### src/rtl/jogo_pkg.sv
// Shared definitions for the sequence memory game: state codes and the
// default 16x4 sequence table used when no ROM file is supplied.
package jogo_pkg;

  // State codes are visible on db_estado, so their values are fixed.
  typedef enum logic [3:0] {
    INICIAL        = 4'h0,
    PREPARA        = 4'h1,
    ESPERA         = 4'h2,
    REGISTRA       = 4'h3,
    COMPARA        = 4'h4,
    PROXIMO        = 4'h5,
    PROXIMA_RODADA = 4'h6,
    FIM_ACERTO     = 4'hA,
    FIM_ERRO       = 4'hE
  } estado_t;

  // Entry 0 sits in the least significant nibble:
  // 1,2,4,8,4,2,1,1,2,2,4,4,8,8,1,4
  localparam logic [63:0] ROM_PADRAO = 64'h4188_4422_1124_8421;

  function automatic logic [3:0] rom_padrao(input logic [3:0] a);
    return ROM_PADRAO[{a, 2'b00} +: 4];
  endfunction

endpackage

### src/rtl/sync_rom_param.sv
// Synchronous-read ROM with a 1-cycle latency, backed by the package table.
module sync_rom_param
  import jogo_pkg::*;
#(
  parameter int    WIDTH    = 4,
  parameter int    ADDR_W   = 4,
  parameter string ROM_FILE = ""
) (
  input  logic              clock,
  input  logic [ADDR_W-1:0] i_addr,
  output logic [WIDTH-1:0]  o_dado
);

  logic [WIDTH-1:0] r_dado;

  always_ff @(posedge clock) r_dado <= WIDTH'(rom_padrao(4'(i_addr)));

  assign o_dado = r_dado;

endmodule

### src/rtl/jogo_sequencia_rodadas.sv
// Memory game with growing rounds. Round k asks the player to repeat ROM
// entries 0..k. The game is won once the whole ROM is reproduced, and lost on
// the first mismatch. The optional ESPERA timeout is enabled by defining the
// macro JOGO_TIMEOUT_EN.
module jogo_sequencia_rodadas
  import jogo_pkg::*;
#(
  parameter int    WIDTH          = 4,
  parameter int    ADDR_W         = 4,
  parameter string ROM_FILE       = "",
  parameter int    TIMEOUT_CYCLES = 1000
) (
  input  logic              clock,
  input  logic              reset,
  input  logic              iniciar,
  input  logic [WIDTH-1:0]  chaves,
  output logic              pronto,
  output logic              acertou,
  output logic              errou,
  output logic [3:0]        db_estado,
  output logic [ADDR_W-1:0] db_contagem,
  output logic [ADDR_W-1:0] db_limite,
  output logic [WIDTH-1:0]  db_memoria,
  output logic [WIDTH-1:0]  db_chaves,
  output logic              db_igual,
  output logic              db_timeout
);

  localparam int                DEPTH  = 2**ADDR_W;
  localparam logic [ADDR_W-1:0] ULTIMO = ADDR_W'(DEPTH-1);

  estado_t           r_estado;
  logic [ADDR_W-1:0] r_contagem;
  logic [ADDR_W-1:0] r_limite;
  logic [WIDTH-1:0]  r_chaves;
  logic [WIDTH-1:0]  r_chaves_ant;
  logic [WIDTH-1:0]  w_memoria;
  logic              w_igual;
  logic              w_jogada;
  logic              w_estouro;

  // The ROM is read every cycle from the current address.
  sync_rom_param #(
    .WIDTH   (WIDTH),
    .ADDR_W  (ADDR_W),
    .ROM_FILE(ROM_FILE)
  ) u_rom (
    .clock (clock),
    .i_addr(r_contagem),
    .o_dado(w_memoria)
  );

  assign w_igual  = (w_memoria == r_chaves);
  // A press is a rising edge from "no key" to "some key". Holding a key down
  // therefore never counts as a second press.
  assign w_jogada = (chaves != '0) && (r_chaves_ant == '0);

  // previous-keys register for press edge detection, updated every cycle
  always_ff @(posedge clock) begin
    if (reset) r_chaves_ant <= '0;
    else       r_chaves_ant <= chaves;
  end

`ifdef JOGO_TIMEOUT_EN
  localparam int TO_W = $clog2(TIMEOUT_CYCLES + 1);
  logic [TO_W-1:0] r_cont_to;
  logic            r_timeout;

  assign w_estouro = (r_estado == ESPERA) && !w_jogada &&
                     (r_cont_to == TO_W'(TIMEOUT_CYCLES - 1));

  // idle counter: restarts for every expected press, counts idle ESPERA cycles
  always_ff @(posedge clock) begin
    if (reset || r_estado == PREPARA || r_estado == PROXIMO ||
        r_estado == PROXIMA_RODADA)
      r_cont_to <= '0;
    else if (r_estado == ESPERA && !w_jogada)
      r_cont_to <= r_cont_to + TO_W'(1);
  end

  // sticky timeout flag, cleared only by reset or a new game
  always_ff @(posedge clock) begin
    if (reset || r_estado == PREPARA) r_timeout <= 1'b0;
    else if (w_estouro)               r_timeout <= 1'b1;
  end

  assign db_timeout = r_timeout;
`else
  assign w_estouro  = 1'b0;
  assign db_timeout = 1'b0;
`endif

  // round controller
  always_ff @(posedge clock) begin
    if (reset) begin
      r_estado <= INICIAL;
    end else begin
      case (r_estado)
        INICIAL:        if (iniciar) r_estado <= PREPARA;
        PREPARA:        r_estado <= ESPERA;
        ESPERA: begin
          if (w_jogada)       r_estado <= REGISTRA;
          else if (w_estouro) r_estado <= FIM_ERRO;
        end
        REGISTRA:       r_estado <= COMPARA;
        COMPARA: begin
          if (!w_igual)                  r_estado <= FIM_ERRO;
          else if (r_contagem != r_limite) r_estado <= PROXIMO;
          else if (r_limite != ULTIMO)   r_estado <= PROXIMA_RODADA;
          else                           r_estado <= FIM_ACERTO;
        end
        PROXIMO:        r_estado <= ESPERA;
        PROXIMA_RODADA: r_estado <= ESPERA;
        FIM_ACERTO,
        FIM_ERRO:       if (iniciar) r_estado <= PREPARA;
        default:        r_estado <= INICIAL;
      endcase
    end
  end

  // Address, round limit and key register. They never wrap: COMPARA stops the
  // game before either counter could pass the last entry.
  always_ff @(posedge clock) begin
    if (reset || r_estado == PREPARA) begin
      r_contagem <= '0;
      r_limite   <= '0;
      r_chaves   <= '0;
    end else begin
      case (r_estado)
        REGISTRA:       r_chaves   <= chaves;
        PROXIMO:        r_contagem <= r_contagem + ADDR_W'(1);
        PROXIMA_RODADA: begin
          r_limite   <= r_limite + ADDR_W'(1);
          r_contagem <= '0;
        end
        default: ;
      endcase
    end
  end

  assign pronto      = (r_estado == FIM_ACERTO) || (r_estado == FIM_ERRO);
  assign acertou     = (r_estado == FIM_ACERTO);
  assign errou       = (r_estado == FIM_ERRO);
  assign db_estado   = r_estado;
  assign db_contagem = r_contagem;
  assign db_limite   = r_limite;
  assign db_memoria  = w_memoria;
  assign db_chaves   = r_chaves;
  assign db_igual    = w_igual;

endmodule

### config.mk
export PLATFORM = sky130hd
export DESIGN_NAME = jogo_sequencia_rodadas
export DESIGN_NICKNAME = d
export VERILOG_FILES = /design/src/rtl/jogo_pkg.sv /design/src/rtl/sync_rom_param.sv /design/src/rtl/jogo_sequencia_rodadas.sv
export SDC_FILE = /design/constraint.sdc
export NUM_CORES = 1
export LEC_CHECK = 0
export CAP_MARGIN = 20
export CORE_MARGIN = 3
export CORE_UTILIZATION = 45
export DETAILED_ROUTE_END_ITERATION = 6
export PLACE_DENSITY = 0.82
export SLEW_MARGIN = 40
export SYNTH_ARGS = -nofsm -noshare
export SYNTH_HDL_FRONTEND = slang
export SYNTH_SLANG_ARGS = --single-unit
export TNS_END_PERCENT = 1
### constraint.sdc
create_clock -name clock -period 1.6 [get_ports clock]
set_clock_uncertainty 0.05 [all_clocks]
set_input_delay 0.48 -clock clock [delete_from_list [all_inputs] [get_ports clock]]
set_output_delay 0.48 -clock clock [all_outputs]
set_load 0.05 [all_outputs]
Word-level counts from Yosys, hierarchy flattened
Index checks and enable logic that the tools add are counted.
- register bits: 24
- input port bits: 7
- output and inout port bits: 25
- logic and storage cells: 39
- $add $sub $neg: 2
- equal/unequal tests: 13
- shift operators: 1
- muxes and demuxes: 7
- reductions and logical operators: 10
- operators with widths (operator ; count):
    $shiftx A64 B7 Y4 const A ; 1
    $mux W4 ; 5
    $pmux W4 S5 ; 1
    $eq A4 B3 Y1 const B ; 3
    $add A4 B1 Y4 const B ; 2
    $eq A4 B2 Y1 const B ; 2
    $eq A4 B4 Y1 const B ; 2
    $logic_not A4 Y1 ; 2
    $pmux W4 S2 ; 1
    $reduce_or A3 Y1 ; 2
    $eq A4 B1 Y1 const B ; 1
    $eq A4 B4 Y1 ; 1
    $ne A4 B4 Y1 ; 1
    $ne A4 B4 Y1 const B ; 1
    $reduce_bool A4 Y1 ; 1
    $logic_or A1 B1 Y1 ; 2
    $ne A2 B1 Y1 const B ; 1
    $ne A2 B2 Y1 const B ; 1
    $reduce_and A2 Y1 ; 1
    $reduce_bool A2 Y1 ; 1
    $logic_and A1 B1 Y1 ; 1

Longest topological paths before layout
Gate-level depths: netlist (run 1).
- depth after elaboration: 5
- mapped depth: 7

By module
Synthesis (run 1) repeated with hierarchy kept, for this count alone.
- cell total of the unflattened synthesis: 133
- area total of the unflattened synthesis: 1251.2 µm²
- by module, submodules not included (module ; instances ; cells an instance ; area each (µm²)):
    jogo_sequencia_rodadas ; 1 ; 117 ; 1091.0
    sync_rom_param ; 1 ; 16 ; 160.2

Worst setup path after synthesis (run 1)
No wires, ideal clock.
- kind: register to output
- from: register r_estado[1] (netlist: db_estado[1])
- to: output port acertou
- arrival time: 2.337 ns
- slack: -1.267 ns
- cell stages (with the launch flop): 5
- buffers on the path: 1
- cell sequence: dfxtp_1 buf_2 nor2b_1 and2_1 nor2b_1
- word-level cells in the longest chain between the ends: 1
- ends and longest elaborated chain (what ; RTL line ; RTL):
    from (decl) ; jogo_sequencia_rodadas.sv:32 ; estado_t r_estado;
    from (signal assigned) ; jogo_sequencia_rodadas.sv:96 ; r_estado <= INICIAL;
    from (signal assigned) ; jogo_sequencia_rodadas.sv:99 ; INICIAL: if (iniciar) r_estado <= PREPARA;
    from (signal assigned) ; jogo_sequencia_rodadas.sv:100 ; PREPARA: r_estado <= ESPERA;
    $eq A4 B4 Y1 ; jogo_sequencia_rodadas.sv:142 ; assign acertou = (r_estado == FIM_ACERTO);
    to (decl) ; jogo_sequencia_rodadas.sv:18 ; output logic acertou,
Every way passes these cells.

Worst setup path in the final report (run 1)
Same ends and word-level chain as after synthesis.

==> run_results.csv, run 1 <==
group,metric,value,unit
timing,timing.final.crit_period,1830,ps
die,design.core.area,0.00283,mm2
critical_path,crit_type,"reg -> out",
place,place.gp.congestion,0.854,
critical_path,crit_path_end_kind,"primary output",
critical_path,cp_data_arrival_time,1300,ps
yosys,synth-edff-count,0,
flow_run,maxCapViolations,0,
place,postPlaceCellArea,0.00212,mm2
die,start_util,48.6,%
clocking,cts_tree,"yes",
clocking,holdBufCountCts,0,
place,pre_cts_ws,-347,ps
critical_path,cp_startpoint,"db_estado[1]",
clocking,cts.path.max_buffers,2,
yosys,synth.avg_cell_area,8.59,um2
global_routing,grt_antenna_before_repair,0,
timing,setup_total_negative_slack,-944,ps
drt,antenna_violating_nets_post_route,0,
critical_path,cp_num_buf_inv,1,
critical_path,critical_path_required_time,1070,ps
yosys,yosysSeqAreaShare,35.0,%
yosys,synth.cell_area,0.00137,mm2
yosys,synthesis.instances,160,
clocking,clock_insertion_delay_worst_skew,330,ps
yosys,synth-seq-cells,24,
clocking,numClockSinks,24,
place,numPortBuffers,30,
global_routing,gr-total-overflow,0,
cells_and_area,final_cell_mix,"28 x buf_4, 25 x buf_12, 11 x nand2_1, 11 x a21oi_1, 10 x dfxtp_1",
die,die_y,61.3,um
critical_path,startpoint_of_the_worst_register_to_register_path,"db_chaves[2]",
cells_and_area,commonest_non_fill_non_tap_cell_in_the_layout,"buf_4",
yosys,ys.flop_type,"dfxtp_1",
die,floorplan.rows,19,
pwr,power.density,969,mW/mm2
yosys,yosys_warn_count,0,
timing,fin_hold_ws,486,ps
critical_path,critical_path.most_common_cell,"nor2b_4",
drt,detail_route.drc_violations,0,
drt,routed_wire_length_per_instance,14.8,um
timing,setup_repair_after_global_routing_missed_its_margin,"yes",
cells_and_area,layout.nets,227,
cells_and_area,final.fill_count,189,
hold_path,timing.hold.worst.start,"db_chaves[2]",
cells_and_area,final_cell_count_no_fill,244,
run_status,failed_checks,"negative setup slack",
pwr,total_leakage_power,0.890,nW
drt,postRouteWirelength,3620,um
cells_and_area,area_growth,63.5,%
global_routing,grt_pass1_wl,5730,um
die,io_pins,32,
yosys,synth_fp_nets,173,
critical_path,cp_cell_sequence,"nor2b_4 > and2_4 > nor2b_4 > buf_12",
clocking,cts_buffers,3,
drt,dr.first_iter.drc_count,53,
timing,setup_viol,7,
critical_path,crit_path_start_kind,"flop",
drt,route.vias.total,1370,
run_status,outcome,"finished with violations",
critical_path,slowest_stage,"dfxtp_4",
drt,vias_per_cell,5.61,
die,die_width,61.3,um
timing,finalCritPeriodShare,115,%
critical_path,critical-path-top-delay-family,"simple AND/OR/NAND/NOR gates",
critical_path,timing.critical_path.fanout_max,3,
clocking,clkTransAtPathRegs,140,ps
timing,hold_viol_final,0,
hold_path,hold_class,"reg -> reg",
cells_and_area,drive_gt1_share,42.3,%
timing,report.final.slew_viol_count,0,
cells_and_area,layout.cell_area.non_filler,0.00225,mm2
yosys,ys_top_cells_by_area,"dfxtp_1 35%, ha_1 5.5%, nor2b_1 4.1%",
clocking,clock_root_buffer_master,"clkbuf_4",
global_routing,via_count_of_the_first_global_routing_pass,1306,
yosys,yosysUniqueCellTypes,45,
cells_and_area,n_antenna_cell,0,
global_routing,grt_use_total,20.2,%
yosys,netlist.top_cell.by_area,"dfxtp_1",
critical_path,crit_path_max_incr_delay,370,ps
place,placed_cells,236,
drt,drt-pass1-iter-count,4,
global_routing,grt_max_degree,29,
timing,post-route-worst-setup-slack,-234,ps
clocking,htree_levels,1,
place,hpwl,2720,um
die,die-area,0.00375,mm2
yosys,synth_top_area_share,35.0,%
yosys,async_flop_share,0,%
timing,max_clk_rate,0.545,GHz
pwr,ir_drop,0.000686,V
[cell families (layout without fill, tap and decap cells)]
group	Yosys count	after routing	synth area share, %
AO/OA/AOI/OAI	36	36	16.5
XOR/XNOR	12	12	8.20
adder cells (fa/ha/maj)	6	6	5.46
buffers and inverters	19	72	8.01
flip-flops	24	24	35.0
multiplexers	4	4	3.92
other	1	1	0.273
AND/OR/NAND/NOR	58	58	22.7
[worst min-delay path, stage by stage (launching register included)]
cell	delay (ps)
dfxtp_4	390
nand2_1	60
a21oi_1	60
[where the power goes]
part	leakage, nW	switching (W)	total [W]	internal (W)
Combinational	0.659	0.000561	0.00103	0.000467
Clock	0.0279	0.000194	0.000448	0.000254
Sequential	0.204	0.0000524	0.000701	0.000649
[timing repair]
action,4_1_cts,5_1_grt
gates resized for setup,8,8
endpoints found under the hold margin,0,0
pin swaps,1,2
setup endpoints to repair,12,16
setup buffers,4,0
[flip-flops by register name, indices dropped and copies added, names as in the netlist]
signal,flops
u_rom.o_dado,4
db_limite,4
db_contagem,4
db_estado,4
r_chaves_ant,4
db_chaves,4
[cell type report]
type                            instances  area, um2  area share (%)
Clock inverter                          1       30.0            1.34
Timing Repair Buffer                   61        793            35.3
Multi-Input combinational cell        117        822            36.6
Inverter                                7       26.3            1.17
Sequential cell                        24        513            22.8
Clock buffer                            3       22.5            1.00
Tap cell                               31       38.8            1.73
[per-stage QoR]
step / util [%] / total power [W]
global route: 79.4 / 0.00227
finish: 79.4 / 0.00218
detailed placement: 74.9 / 0.00167
CTS: 78.5 / 0.00216
floorplan: - / 0.00133
global placement: 74.9 / 0.00164
[synth_stat cells, types with 3 or more instances]
library cell / instances
nand2_1: 11
nor2_1: 9
o21bai_1: 3
xor2_1: 5
nor3_1: 4
nor4_1: 4
inv_1: 6
dfxtp_1: 24
ha_1: 6
a21oi_1: 11
nand4_1: 3
o21ai_0: 8
xnor2_1: 6
buf_2: 5
nand3_1: 8
nor2b_1: 9
[per-layer routing]
layer	GRT usage, %	vias to the layer above	routed length [um]
met5	0	-	0
met4	7.12	0	45
met3	2.94	6	181
met2	36.3	52	1860
met1	24.3	650	1530
li1	-	662	-
[final timing paths]
check / cells past startpoint / to / slack [ps]
max: 4 / acertou / -230
min: 2 / db_chaves[2] / 490
max reg2reg: 5 / db_estado[0] / -110
min reg2reg: 2 / db_chaves[2] / 490
Power figures use the tool's default switching activity.
==> run 2, diff against run 1 <==
--- a/config.mk
+++ b/config.mk
@@ -10,6 +10,7 @@
 export CORE_UTILIZATION = 45
 export DETAILED_ROUTE_END_ITERATION = 6
 export PLACE_DENSITY = 0.82
+export SKIP_LAST_GASP = 1
 export SLEW_MARGIN = 40
 export SYNTH_ARGS = -nofsm -noshare
 export SYNTH_HDL_FRONTEND = slang
==> run 2 against run 1 <==
Compared with the run above:
- the flow still finishes with violations (negative setup slack)
- largest cell class unchanged
- fmax down 0.41%
- core utilization down 1.1 points
- non-clock buffer count unchanged
- largest power group unchanged
- global-route usage about the same
- flip-flop and latch count unchanged
- clock power up 1%
==> run_results.csv, run 2 (synthesis gave the netlist of run 1 again) <==
group,metric,value,unit
run_status,outcome,"finished with violations",
run_status,failed_checks,"negative setup slack",
place,postPlaceCellArea,0.00212,mm2
cells_and_area,commonest_non_fill_non_tap_cell_in_the_layout,"buf_4",
flow_run,maxCapViolations,0,
critical_path,crit_path_start_kind,"flop",
cells_and_area,layout.cell_area.non_filler,0.00221,mm2
die,design.core.area,0.00283,mm2
clocking,cts_buffers,3,
place,placed_cells,236,
timing,fin_hold_ws,487,ps
drt,postRouteWirelength,3600,um
drt,dr.first_iter.drc_count,59,
die,io_pins,32,
hold_path,hold_class,"reg -> reg",
cells_and_area,layout.nets,227,
drt,detail_route.drc_violations,0,
global_routing,met1_usage,24.6,%
drt,routed_wire_length_per_instance,14.7,um
pwr,ir_drop,0.000584,V
cells_and_area,n_antenna_cell,0,
timing,finalCritPeriodShare,115,%
timing,maxSlewHeadroom,64.7,%
clocking,htree_levels,1,
critical_path,crit_type,"reg -> out",
drt,drt-pass1-iter-count,4,
pwr,total_power_of_the_final_layout,0.00216,W
drt,antenna_violating_nets_post_route,0,
timing,post-route-worst-setup-slack,-241,ps
drt,vias_per_cell,5.68,
drt,route.vias.total,1385,
global_routing,gr-usage-met3,2.94,%
global_routing,grt_antenna_before_repair,0,
clocking,clock_root_buffer_master,"clkbuf_4",
global_routing,gr-total-overflow,0,
clocking,holdBufCountCts,0,
timing,setup_repair_after_global_routing_missed_its_margin,"yes",
critical_path,crit_path_end_kind,"primary output",
critical_path,critical_path_required_time,1070,ps
global_routing,grt_use_total,20.2,%
timing,timing.final.crit_period,1840,ps
die,start_util,48.6,%
cells_and_area,total_area_of_multi_input_combinational_cells,810,um2
global_routing,grt_max_degree,29,
die,floorplan.rows,19,
global_routing,grt_pass1_wl,5720,um
global_routing,via_count_of_the_first_global_routing_pass,1296,
place,numPortBuffers,30,
clocking,clock_insertion_delay_worst_skew,340,ps
clocking,clkTransAtPathRegs,140,ps
global_routing,grt.busiest_layer,"met2",
global_routing,grt.met2_usage,36.3,%
timing,setup_viol,14,
place,hpwl,2720,um
die,die-area,0.00375,mm2
timing,report.final.slew_viol_count,0,
timing,setup_total_negative_slack,-1230,ps
cells_and_area,area_growth,61.1,%
pwr,total_leakage_power,0.880,nW
cells_and_area,final.fill_count,194,
timing,hold_viol_final,0,
place,place.gp.congestion,0.854,
critical_path,timing.critical_path.fanout_max,3,
cells_and_area,drive_gt1_share,39.0,%
die,die_width,61.3,um
die,die_y,61.3,um
timing,max_clk_rate,0.543,GHz
cells_and_area,layout.area.seq,500,um2
clocking,cts_tree,"yes",
clocking,cts.path.max_buffers,2,
cells_and_area,final_cell_mix,"30 x buf_4, 25 x buf_12, 14 x dfxtp_1",
pwr,power.density,975,mW/mm2
timing,tightest_slew,528,ps
critical_path,cp_data_arrival_time,1310,ps
cells_and_area,final_cell_count_no_fill,244,
clocking,numClockSinks,24,
[run 2: cell counts in the layout (fill, tap and decap cells not counted)]
No cell type changed its count.
[run 2: worst max-delay path, cell delays in order (launching register included)]
cell     delay, ps
dfxtp_4        370
nor2b_4        160
and2_4         150
nor2b_4        150
buf_12         140
[run 2: area by class of cell]
class / count / share of cell area, %
inverter: 7 / 1.19
clock inverter: 1 / 1.36
multi-input combinational: 117 / 36.6
sequential: 24 / 22.6
clock buffer: 3 / 1.02
tap: 31 / 1.75
timing repair buffer: 61 / 35.5
[run 2: layer usage]
layer,vias to the layer above,wire length [um]
met5,-,0
met4,0,45
met3,5,188
met2,52,1870
met1,664,1490
li1,664,-
[run 2: path summary, 6_finish.rpt]
check | from | endpoint | slack [ps] | cells after the start
setup / recovery | db_estado[1] | acertou | -240 | 4
hold / removal | db_chaves[2] | db_chaves[2] | 490 | 2
setup reg to reg | db_chaves[2] | db_estado[0] | -150 | 5
hold reg to reg | db_chaves[2] | db_chaves[2] | 490 | 2
[run 2: power by group]
group / switching, W / internal [W] / total [W] / leakage (nW)
Sequential: 0.0000496 / 0.000651 / 0.000701 / 0.201
Combinational: 0.000549 / 0.000456 / 0.00101 / 0.652
Clock: 0.000199 / 0.000254 / 0.000453 / 0.0279
[run 2: through the flow]
| step | util (%) | setup WS, ps |
|---|---|---|
| after CTS | 77.9 | -229 |
| after global placement | 74.9 | -327 |
| after floorplan | - | -242 |
| after detailed placement | 74.9 | -347 |
| after global routing | 78.2 | -276 |
| final | 78.2 | -241 |
[run 2: what timing repair did]
item	4_1_cts	5_1_grt
pin swaps	1	0
hold endpoints to repair	0	0
endpoints found under the setup margin	12	22
resized for setup	1	3
buffers inserted	4	0
==> run 3, diff against run 2 <==
--- a/config.mk
+++ b/config.mk
@@ -6,10 +6,9 @@
 export NUM_CORES = 1
 export LEC_CHECK = 0
 export CAP_MARGIN = 20
-export CORE_MARGIN = 3
-export CORE_UTILIZATION = 45
+export CORE_UTILIZATION = 49
 export DETAILED_ROUTE_END_ITERATION = 6
-export PLACE_DENSITY = 0.82
+export PLACE_DENSITY = 0.88
 export SKIP_LAST_GASP = 1
 export SLEW_MARGIN = 40
 export SYNTH_ARGS = -nofsm -noshare
==> run 3 against run 2 <==
Compared with the run above:
- the run still ends with negative setup slack left
- global-route usage up 6.5 points
- core utilization rose by 6.9 points
- worst hold slack worse by 21 ps
- critical path depth is the same
- sequential share of layout area grew 0.17 points
- final area is 1.2% lower
- sequential power hardly changed
- die area shrank 20%
- largest cell class unchanged
- highest routed layer unchanged
- setup slack improved by 37 ps
==> run_results.csv, run 3 (synthesis gave the netlist of run 1 again) <==
group,metric,value,unit
drt,antenna_violating_nets_post_route,0,
die,floorplan.rows,18,
clocking,numClockSinks,24,
place,postPlaceCellArea,0.00212,mm2
run_status,failed_checks,"negative setup slack",
timing,setup_viol,13,
cells_and_area,n_antenna_cell,0,
pwr,p_seq_share,33.7,%
critical_path,crit_path_end_kind,"primary output",
critical_path,timing.critical_path.fanout_max,3,
global_routing,grt_pass1_wl,5750,um
die,io_pins,32,
clocking,cts_tree,"yes",
clocking,cts_buffers,3,
die,die-area,0.00302,mm2
critical_path,r2r_setup_slack,-70,ps
clocking,clkTransAtPathRegs,130,ps
critical_path,crit_path_start_kind,"flop",
critical_path,worst-r2r-cell-count,5,
timing,setup_repair_after_global_routing_missed_its_margin,"yes",
drt,route.vias.total,1395,
run_status,outcome,"finished with violations",
drt,dr.first_iter.drc_count,43,
pwr,power.switching_fraction,39.3,%
clocking,cts.path.max_buffers,2,
pwr,power.density,952,mW/mm2
timing,timing.final.crit_period,1800,ps
place,hpwl,2640,um
clocking,holdBufCountCts,0,
cells_and_area,drive_gt1_share,38.0,%
drt,postRouteWirelength,3650,um
flow_run,maxCapViolations,0,
cells_and_area,total_area_of_multi_input_combinational_cells,802,um2
critical_path,cp_startpoint,"db_estado[1]",
global_routing,gr-total-overflow,0,
critical_path,critical_path_required_time,1070,ps
timing,maxSlewHeadroom,64.4,%
die,die_y,55.0,um
pwr,p_int,0.00126,W
critical_path,r2r_end,"db_estado[0]",
drt,vias_per_cell,5.74,
timing,report.final.slew_viol_count,0,
timing,max_clk_rate,0.554,GHz
cells_and_area,postLayoutCoreUtil,85.1,%
global_routing,grt_max_degree,29,
drt,routed_wire_length_per_instance,15.0,um
timing,tightest_slew,533,ps
die,start_util,53.5,%
cells_and_area,layout.nets,227,
critical_path,crit_type,"reg -> out",
critical_path,startpoint_of_the_worst_register_to_register_path,"db_chaves[0]",
hold_path,hold_class,"reg -> reg",
global_routing,via_count_of_the_first_global_routing_pass,1368,
cells_and_area,final.fill_count,133,
die,die_width,55.0,um
cells_and_area,layout.area.seq,498,um2
pwr,total_leakage_power,0.873,nW
global_routing,grt_antenna_before_repair,0,
drt,drt-pass1-iter-count,4,
cells_and_area,final_cell_mix,"30 x buf_4, 25 x buf_12, 14 x dfxtp_1",
die,design.core.area,0.00257,mm2
timing,hold_viol_final,0,
critical_path,cp_data_arrival_time,1270,ps
cells_and_area,commonest_non_fill_non_tap_cell_in_the_layout,"buf_4",
pwr,combPwrFrac,50.4,%
place,place.gp.congestion,0.786,
cells_and_area,layout.cell_area.non_filler,0.00219,mm2
pwr,clock_power_share,15.9,%
cells_and_area,area_growth,59.1,%
clocking,clock_root_buffer_master,"clkbuf_4",
drt,detail_route.drc_violations,0,
clocking,clock_insertion_delay_worst_skew,320,ps
pwr,p_switching,0.000819,W
clocking,htree_levels,1,
pwr,ir_drop,0.00121,V
timing,post-route-worst-setup-slack,-204,ps
timing,finalCritPeriodShare,113,%
global_routing,grt_use_total,26.7,%
hold_path,timing.hold.worst_path_depth,2,
critical_path,worstSetupEndpoint,"acertou",
place,numPortBuffers,30,
[run 3: cell count changes in the layout (fill, tap and decap cells not counted)]
cell       delta
inv_1         +1
xnor2_1       +1
xnor2_2       -1
dfxtp_2       +1
dfxtp_4       -1
inv_2         -1
bufinv_16     -1
clkbuf_8      +1
[run 3: worst max-delay path: stages, from the launching register on]
cell     delay [ps]
dfxtp_4         360
nor2b_4         150
and2_4          150
nor2b_4         150
buf_12          140
[run 3: metrics by stage]
step | TNS (ps) | hold slack, ps | std cells | power, W | setup slack [ps]
2_1_floorplan | -1620 | 502 | 160 | 0.00133 | -242
3_3_place_gp | -1010 | 431 | 235 | 0.00165 | -321
3_5_place_dp | -1300 | 447 | 235 | 0.00170 | -334
4_1_cts | -1040 | 465 | 243 | 0.00206 | -201
5_1_grt | -1780 | 481 | 243 | 0.00216 | -260
6_report | -1080 | 467 | 243 | 0.00208 | -204
[run 3: worst min-delay path by stage]
| stage | startpoint | to |
|---|---|---|
| floorplan | reset | r_chaves_ant[3] |
| global placement | db_chaves[2] | db_chaves[2] |
| detailed placement | db_chaves[2] | db_chaves[2] |
| CTS | db_chaves[2] | db_chaves[2] |
| global route | db_chaves[2] | db_chaves[2] |
| finish | db_chaves[2] | db_chaves[2] |
[run 3: timing repair]
action / in CTS / in global routing
pin swaps: 1 / 0
setup buffers: 4 / 0
gates resized for setup: 1 / 0
setup endpoints to repair: 10 / 15
[run 3: area by class of cell]
class	count	area share (%)
multi-input combinational	117	36.7
inverter	7	1.20
sequential	24	22.8
timing repair buffer	61	35.9
clock buffer	4	1.66
tap	30	1.72
[run 3: power groups by stage]
| stage | registers, W | clock network, W | logic [W] |
|---|---|---|---|
| final | 0.000702 | 0.000331 | 0.00105 |
| after floorplan | 0.000847 | 0 | 0.000480 |
| after detailed placement | 0.000721 | 0 | 0.000983 |
| after CTS | 0.000701 | 0.000328 | 0.00103 |
| after global routing | 0.000707 | 0.000355 | 0.00110 |
| after global placement | 0.000717 | 0 | 0.000933 |
[run 3: per-layer routing]
layer / global-route usage [%] / wire [um]
met3: 4.37 / 237
met1: 29.1 / 1470
met4: 12.5 / 85
met5: 0 / 0
met2: 49.6 / 1860
